<file path="src/rtl/blake2_block_loader.sv">
// ---------------------------------------------------------------------------
// blake2_block_loader
//
// Collects little-endian message words into one BLAKE2 compression block,
// zero-pads the tail, and presents the block plus the total message length
// to the compression core. Messages longer than one block are drained and
// flagged rather than forwarded.
//
// Ports
//   clk       : clock, all logic on the rising edge
//   reset     : synchronous active-high reset
//   valid_i   : upstream word valid
//   data_i    : message word, byte 0 in bits 7:0
//   last_i    : current word is the final word of the message
//   bytes_i   : valid bytes in the final word (0..W/8), sampled with last_i
//   ready_o   : loader accepts a word this cycle
//   valid_o   : one-cycle pulse, block presented to the core
//   data_o    : padded block, word k at bits [W*k+W-1:W*k]
//   len_o     : total message length in bytes
//   hash_v_i  : hash-valid from the compression core, releases the block
//   err_o     : sticky oversize-message flag
// ---------------------------------------------------------------------------
module blake2_block_loader #(
    parameter int W  = 64,
    parameter int BB = 128
) (
    input  logic                 clk,
    input  logic                 reset,
    input  logic                 valid_i,
    input  logic [W-1:0]         data_i,
    input  logic                 last_i,
    input  logic [$clog2(W/8):0] bytes_i,
    output logic                 ready_o,
    output logic                 valid_o,
    output logic [W*16-1:0]      data_o,
    output logic [2*W-1:0]       len_o,
    input  logic                 hash_v_i,
    output logic                 err_o
);

    localparam int NB  = W / 8;            // bytes per word
    localparam int BCW = $clog2(NB) + 1;   // width of the byte count
    localparam int LW  = 2 * W;            // width of the length field

    typedef enum logic [2:0] {
        S_IDLE,
        S_FILL,
        S_DRAIN,
        S_SEND,
        S_WAIT
    } state_t;

    state_t           r_state;
    state_t           w_next;
    logic [3:0]       r_idx;
    logic [BB*8-1:0]  r_data;
    logic [LW-1:0]    r_len;
    logic             r_err;

    logic             w_ready;
    logic             w_accept;
    logic             w_load;
    logic [BCW-1:0]   w_bytes;
    logic [W-1:0]     w_word;
    logic [LW-1:0]    w_len;

    // Only the three loading states take words; SEND/WAIT hold the block.
    assign w_ready  = (r_state == S_IDLE) || (r_state == S_FILL) || (r_state == S_DRAIN);
    assign w_accept = valid_i && w_ready;
    // Words accepted in DRAIN are discarded, so only IDLE/FILL store them.
    assign w_load   = w_accept && ((r_state == S_IDLE) || (r_state == S_FILL));

    // Out-of-range byte counts saturate to a full word.
    assign w_bytes  = (bytes_i > BCW'(NB)) ? BCW'(NB) : bytes_i;
    assign w_len    = LW'(r_idx) * LW'(NB) + LW'(w_bytes);

    // Zero every byte at or beyond the valid count of the final word.
    always_comb begin
        // NOTE: every always_comb output gets a default first so no path can infer a latch.
        w_word = '0;
        for (int b = 0; b < NB; b++) begin
            if (!last_i || (BCW'(b) < w_bytes)) begin
                w_word[8*b +: 8] = data_i[8*b +: 8];
            end
        end
    end

    always_ff @(posedge clk) begin
        // NOTE: sequential state uses non-blocking assignments so all registers update together.
        if (reset) begin
            r_state <= S_IDLE;
        end else begin
            r_state <= w_next;
        end
    end

    always_comb begin
        w_next  = r_state;
        valid_o = 1'b0;
        case (r_state)
            S_IDLE: begin
                if (w_accept) begin
                    w_next = last_i ? S_SEND : S_FILL;
                end
            end
            S_FILL: begin
                if (w_accept) begin
                    if (last_i) begin
                        w_next = S_SEND;
                    end else if (r_idx == 4'd15) begin
                        w_next = S_DRAIN;
                    end
                end
            end
            S_DRAIN: begin
                if (w_accept && last_i) begin
                    w_next = S_IDLE;
                end
            end
            S_SEND: begin
                valid_o = 1'b1;
                w_next  = S_WAIT;
            end
            S_WAIT: begin
                if (hash_v_i) begin
                    w_next = S_IDLE;
                end
            end
            default: w_next = S_IDLE;
        endcase
    end

    always_ff @(posedge clk) begin
        if (reset) begin
            // NOTE: the block buffer is cleared on reset because its contents are a visible output.
            r_idx  <= '0;
            r_data <= '0;
            r_len  <= '0;
            r_err  <= 1'b0;
        end else if (w_load) begin
            // A new message starts from an all-zero block, which supplies the
            // padding for every slot that is never written.
            if (r_state == S_IDLE) begin
                r_data <= '0;
            end
            r_data[r_idx*W +: W] <= w_word;
            if (last_i) begin
                r_idx <= '0;
                r_len <= w_len;
            end else begin
                // Wraps to 0 on the 16th word, ready for the next message.
                r_idx <= r_idx + 4'd1;
                if ((r_state == S_FILL) && (r_idx == 4'd15)) begin
                    r_err <= 1'b1;
                end
            end
        end
    end

    assign ready_o = w_ready;
    assign data_o  = r_data;
    assign len_o   = r_len;
    assign err_o   = r_err;

endmodule

</file>
<file path="config.mk">
export PLATFORM = sky130hd
export DESIGN_NAME = blake2_block_loader
export DESIGN_NICKNAME = d
export VERILOG_FILES = /design/src/rtl/blake2_block_loader.sv
export SDC_FILE = /design/constraint.sdc
export NUM_CORES = 2
export LEC_CHECK = 0
export CORE_AREA = 5 5 471 473
export DETAILED_ROUTE_END_ITERATION = 10
export DIE_AREA = 0 0 476 478
export SLEW_MARGIN = 15
export SYNTH_ARGS = -nofsm -noshare
export SYNTH_HDL_FRONTEND = slang
export SYNTH_SLANG_ARGS = --single-unit
</file>
<file path="constraint.sdc">
create_clock -name clk -period 3.95 [get_ports clk]
set_input_delay 0.5925 -clock clk [delete_from_list [all_inputs] [get_ports clk]]
set_output_delay 0.5925 -clock clk [all_outputs]
set_load 0.05 [all_outputs]
</file>
=== After elaboration in Yosys (flattened, before gate mapping) ===
Cells that the tools add are included.

* Reductions and logical operators: 19
* Muxes and demuxes: 23
* Bitwise logic cells: 1
* Shift operators: 2
* Equal/unequal tests: 10
* $add $sub $neg: 3
* Order comparisons: 9

{| class="wikitable"
|+ Operator list
! operator !! number
|-
| 1024-bit 2-to-1 mux || 3
|-
| 1024-bit bitwise mux || 1
|-
| 64-bit by 34-bit variable shift with 1024-bit output (first input constant) || 1
|-
| 64-bit by 34-bit variable part select with 1024-bit output || 1
|-
| 8-bit 2-to-1 mux || 8
|-
| 10-bit negator with 34-bit output || 1
|-
| 3-bit 2-to-1 mux || 6
|-
| 3-bit by 4-bit less-than comparator with 1-bit output (first input constant) || 4
|-
| 3-bit one-hot mux with 5 select lines || 1
|-
| 1-bit logical OR || 10
|-
| 7-bit by 4-bit adder with 8-bit output || 1
|-
| 1-bit by 4-bit less-than comparator with 1-bit output (first input constant) || 2
|-
| 2-bit by 4-bit less-than comparator with 1-bit output (first input constant) || 2
|-
| 4-bit 2-to-1 mux || 2
|-
| 3-bit by 2-bit == test with 1-bit output (second input constant) || 2
|-
| 2-bit != test (second input constant) || 3
|-
| 5-bit AND reduction || 1
|-
| 4-bit by 1-bit adder with 4-bit output (second input constant) || 1
|-
| 4-bit == test (second input constant) || 1
|-
| 4-bit greater-than comparator (second input constant) || 1
|-
| 1-bit logical AND || 4
|-
| 3-bit by 1-bit == test with 1-bit output (second input constant) || 1
|-
| 3-bit == test (second input constant) || 1
|-
| 3-bit logical NOT || 1
|-
| other kinds (8) || 8
|}

* Bits in registers: 1160
* Output and inout port bits: 1155
* Word-level logic and storage cells: 72
* Input bits: 73

=== Depth between registers and ports, before layout ===
* Word-level depth: 8
* Depth in mapped cells: 11
* Gate-level depth less buffers: 6

=== Worst setup path before layout ===
Ideal clock, no wire load.

* Kind: register -> register
* Start point: reg r_idx[0]
* End point: reg r_data[55] (netlist: data_o[55])
* Data required time: 3879 ps
* Slack: 958 ps
* Arrival: 2921 ps
* Clock period less this slack: 2992 ps
* Path buffers: 5
* Stages on the path, launching flop included: 12
* Library setup time: 71 ps
* Cell sequence: dfxtp_1 > clkbuf_1 > clkbuf_1 > nor3_1 > ha_1 > or2_2 > or4_1 > clkbuf_1 > or2_1 > clkbuf_1 > buf_2 > o2bb2ai_1

* Word-level cells in the longest chain between the ends: 3
* Elaborated cells between the ends (all ways): 4
* Classes of those cells: 1 x add/sub; 2 x shift; 1 x mux

{| class="wikitable"
|+ RTL lines
! element !! RTL line !! text
|-
| start: declaration || 55 || <nowiki>logic [3:0] r_idx;</nowiki>
|-
| start signal: assignment || 152 || <nowiki>r_idx <= r_idx + 4'd1;</nowiki>
|-
| 10-bit negator with 34-bit output * || 146 || <nowiki>r_data[r_idx*W +: W] <= w_word;</nowiki>
|-
| 64-bit by 34-bit variable part select with 1024-bit output / 64-bit by 34-bit variable shift with 1024-bit output (equally long branches) || 146 ||
|-
| 1024-bit bitwise mux * || 146 ||
|-
| end signal: indexed assignment || 146 ||
|-
| end: declaration || 56 || <nowiki>logic [BB*8-1:0] r_data;</nowiki>
|}

Every way passes the cells marked *; elsewhere a longest branch is shown, timed or not.
A chain may end at the register's enable or synchronous reset.

=== Final worst setup path ===
* Start point: reg r_idx[1]
* End point: reg r_data[298] (netlist: data_o[298])

Same word-level chain as after synthesis.

==> results.tsv <==
stage	metric	value	unit
global_route	busiest layer in global routing	met2	
detailed_routing	DRT antenna net count	0	
global_route	GR Layer Usage met3	0.0687	
worst_setup_path	CP Capture Type	flop	
timing	crit share post-route	0.861	
timing	Final Critical Period	3.40	ns
pwr	total power draw	24700	uW
synthesis	Ys Warns	0	
pwr	Pwr Density	444	nW/um^2
cells_and_area	final standard cell area without fillers	55600	um^2
placement	Inst Count DP	7163	
timing	RSZ-0062 raised after global routing	false	
cells_and_area	fin nets	4509	
worst_setup_path	Max FO, Critical Path	48	
synthesis	FFs w/ async S/R, synth	0	
cts	cts hold-fix bufs	0	
global_route	Tot GR Track Use	0.203	
detailed_routing	final WL	243000	um
worst_setup_path	WP data arrival	4.08	ns
global_route	initial antenna violation count	41	
worst_hold_path	Hold Crit Class	primary input to flop	
placement	DP Area	51300	um^2
cells_and_area	fillers	22800	
global_route	first-pass GRT wire length	317000	um
die	Initial Utilization	0.168	
die	Die ar.	228000	um^2
placement	Routability Congestion	0.866	
synthesis	unique cell type count in the Yosys netlist	57	
placement	dpl hpwl	181000	um
timing	setup TNS	0	ns
synthesis	largest area contributor in the netlist	dfxtp_1	
detailed_routing	DR pass1 iterations	8	
cts	H-tree depth	3	
synthesis	Post-synth EDFFs	0	
timing	Max Slew Vio Count	0	
synthesis	Synth Cell Area	36300	um^2
placement	input/output buffers	1107	
global_route	largest net degree at the start of global routing	129	
global_route	total congestion overflow	0	
pwr	maximum VDD drop	0.343	mV
cells_and_area	Final Util	0.257	
cts	CTS tree	yes	
global_route	number of global-route vias before repair	34000	
cts	clock latency at the later pin of the worst-skew pair	0.79	ns
cts	number of clock sinks	1040	
job	maximum capacitance violations	0	
global_route	met1 usage	0.259	
worst_setup_path	CP Launch Type	flop	
die	# IOs	1228	
synthesis	main flop type after synthesis	dfxtp_1	
synthesis	Seq/Total Area, Yosys	0.573	
cells_and_area	P&R area growth vs syn	53.1	%
worst_setup_path	r2r setup slk	0.55	ns
cts	Reg clk slew, reported paths	0.06	ns
global_route	met2 Track Usage GR	0.306	
detailed_routing	Starting DRT DRC Count	3281	
worst_setup_path	Required @ worst endpoint	4.64	ns
synthesis	mean post-synth cell area	10.8	um^2
timing	clock skew	0.0544	ns
die	Row Count	171	
cts	Clock Tree Buf Depth	3	
timing	Slew Limit Headroom	0.226	
die	Die Y	478	um
die	core box area	217000	um^2
cts	CTS Buf Count	117	
synthesis	top cells by area, synth	dfxtp_1, o2bb2ai_1, a32o_1	
detailed_routing	Vias/cell	4.69	
status	status	complete, no violations	
detailed_routing	Residual DRC	0	
cts	post-CTS resize count	0	
detailed_routing	wire per inst	32.7	um
pwr	Leak	0.0185	uW
cts	Post-CTS Repair Setup Buffers	0	
worst_setup_path	Crit Path Category	flop to flop	
cells_and_area	layout cell share with drive strength beyond 1	0.108	
timing	Achievable Freq	294	MHz
cells_and_area	Post-Layout Cell Count	7417	
synthesis	Mapped Cells	3365	
detailed_routing	via count	34800	
die	die boundary width	476	um
timing	final setup vio count	0	
timing	final hold violations	0	
timing	worst-margin pin slew	1.15	ns
synthesis	area share of the largest cell type after synthesis	0.573	
cts	root buffer cell	clkbuf_16	
synthesis	#FFs+latches synth	1040	
## Yosys cell counts, types with 21 or more instances
master        n
a22o_1      136
o21ai_0      24
nor2_1       40
buf_4       120
nand4_1      65
and3_1       21
nand2_1     355
clkbuf_1    269
o211ai_1    193
nand3_1      96
dfxtp_1    1040
buf_2        52
o22ai_1      64
a32o_1      216
o2bb2ai_1   480
a21oi_1      28
## layer usage
| metal | vias to the layer above | wire length [um] |
|---|---|---|
| li1 | 14800 | - |
| met1 | 17600 | 102000 |
| met2 | 1979 | 105000 |
| met3 | 406 | 24100 |
| met4 | 4 | 12400 |
| met5 | - | 21 |
## critical path, cell delays in order (launching register included)
cell and delay, ns:
dfxtp_1 0.55, nor3_1 0.10, ha_1 0.48, or4b_1 0.58, a211oi_2 0.57, nand2_4 0.49, o22ai_1 0.40
## final timing paths
path	from	end	depth (start not counted)
max	r_idx[1]$_SDFFE_PP0P_	data_o[298]$_SDFFE_PP0P_	6
min	reset	r_state[0]$_SDFFE_PP0P_	2
max reg2reg	r_idx[1]$_SDFFE_PP0P_	data_o[298]$_SDFFE_PP0P_	6
min reg2reg	len_o[3]$_SDFFE_PP0P_	len_o[3]$_SDFFE_PP0P_	2
## per-stage QoR
step                      hold WS, ns  setup slack, ns
final                           0.347            0.551
after global routing            0.289            0.389
after CTS                       0.250            0.546
after detailed placement        0.445            0.204
after global placement          0.442            0.249
after floorplan                 0.573            0.958
## layout by cell type, fill, tap and decap left out, types with 32 or more instances in the layout
cell	synthesis	routed
conb_1	1	120
nand4_1	65	65
o2bb2ai_1	480	480
clkdlybuf4s50_1	0	1098
nor2_1	40	32
a32o_1	216	216
buf_4	120	161
o22ai_1	64	64
clkbuf_16	0	117
nand2_1	355	348
a22o_1	136	136
nand3_1	96	94
o211ai_1	193	193
dfxtp_1	1040	1039
diode_2	0	33
## cell type report
type / instances / area (um^2) / area share
diodes: 33 / 82.6 / 0.00148
clock buffers: 156 / 3340 / 0.0601
clock inverters: 64 / 881 / 0.0158
inverters: 13 / 48.8 / 0.000877
multi-input cells: 1969 / 14200 / 0.256
flip-flops and latches: 1040 / 20800 / 0.374
well taps: 2854 / 3570 / 0.0642
repair buffers: 1288 / 12700 / 0.228
## state kept, by name (all words and copies together) (netlist names)
signal   count
len_o        8
r_state      3
data_o    1024
err_o        1
r_idx        4
## cells by family after synthesis
kind of cell	count (synthesis)	synth area share
adders and majority gates	7	0.00241
xor gates and xnor gates	4	0.000964
and+or+nand+nor	645	0.0824
other	1	0.000103
buffers and inverters	475	0.0633
DFF	1040	0.573
AOI/OAI and AO/OA	1193	0.278
## report_power, final
group	switching [uW]	internal [uW]
logic	1840	412
clock network	4970	6920
registers	38.6	10500
total	6850	17900
No activity file was read; power rests on OpenSTA's default activity.
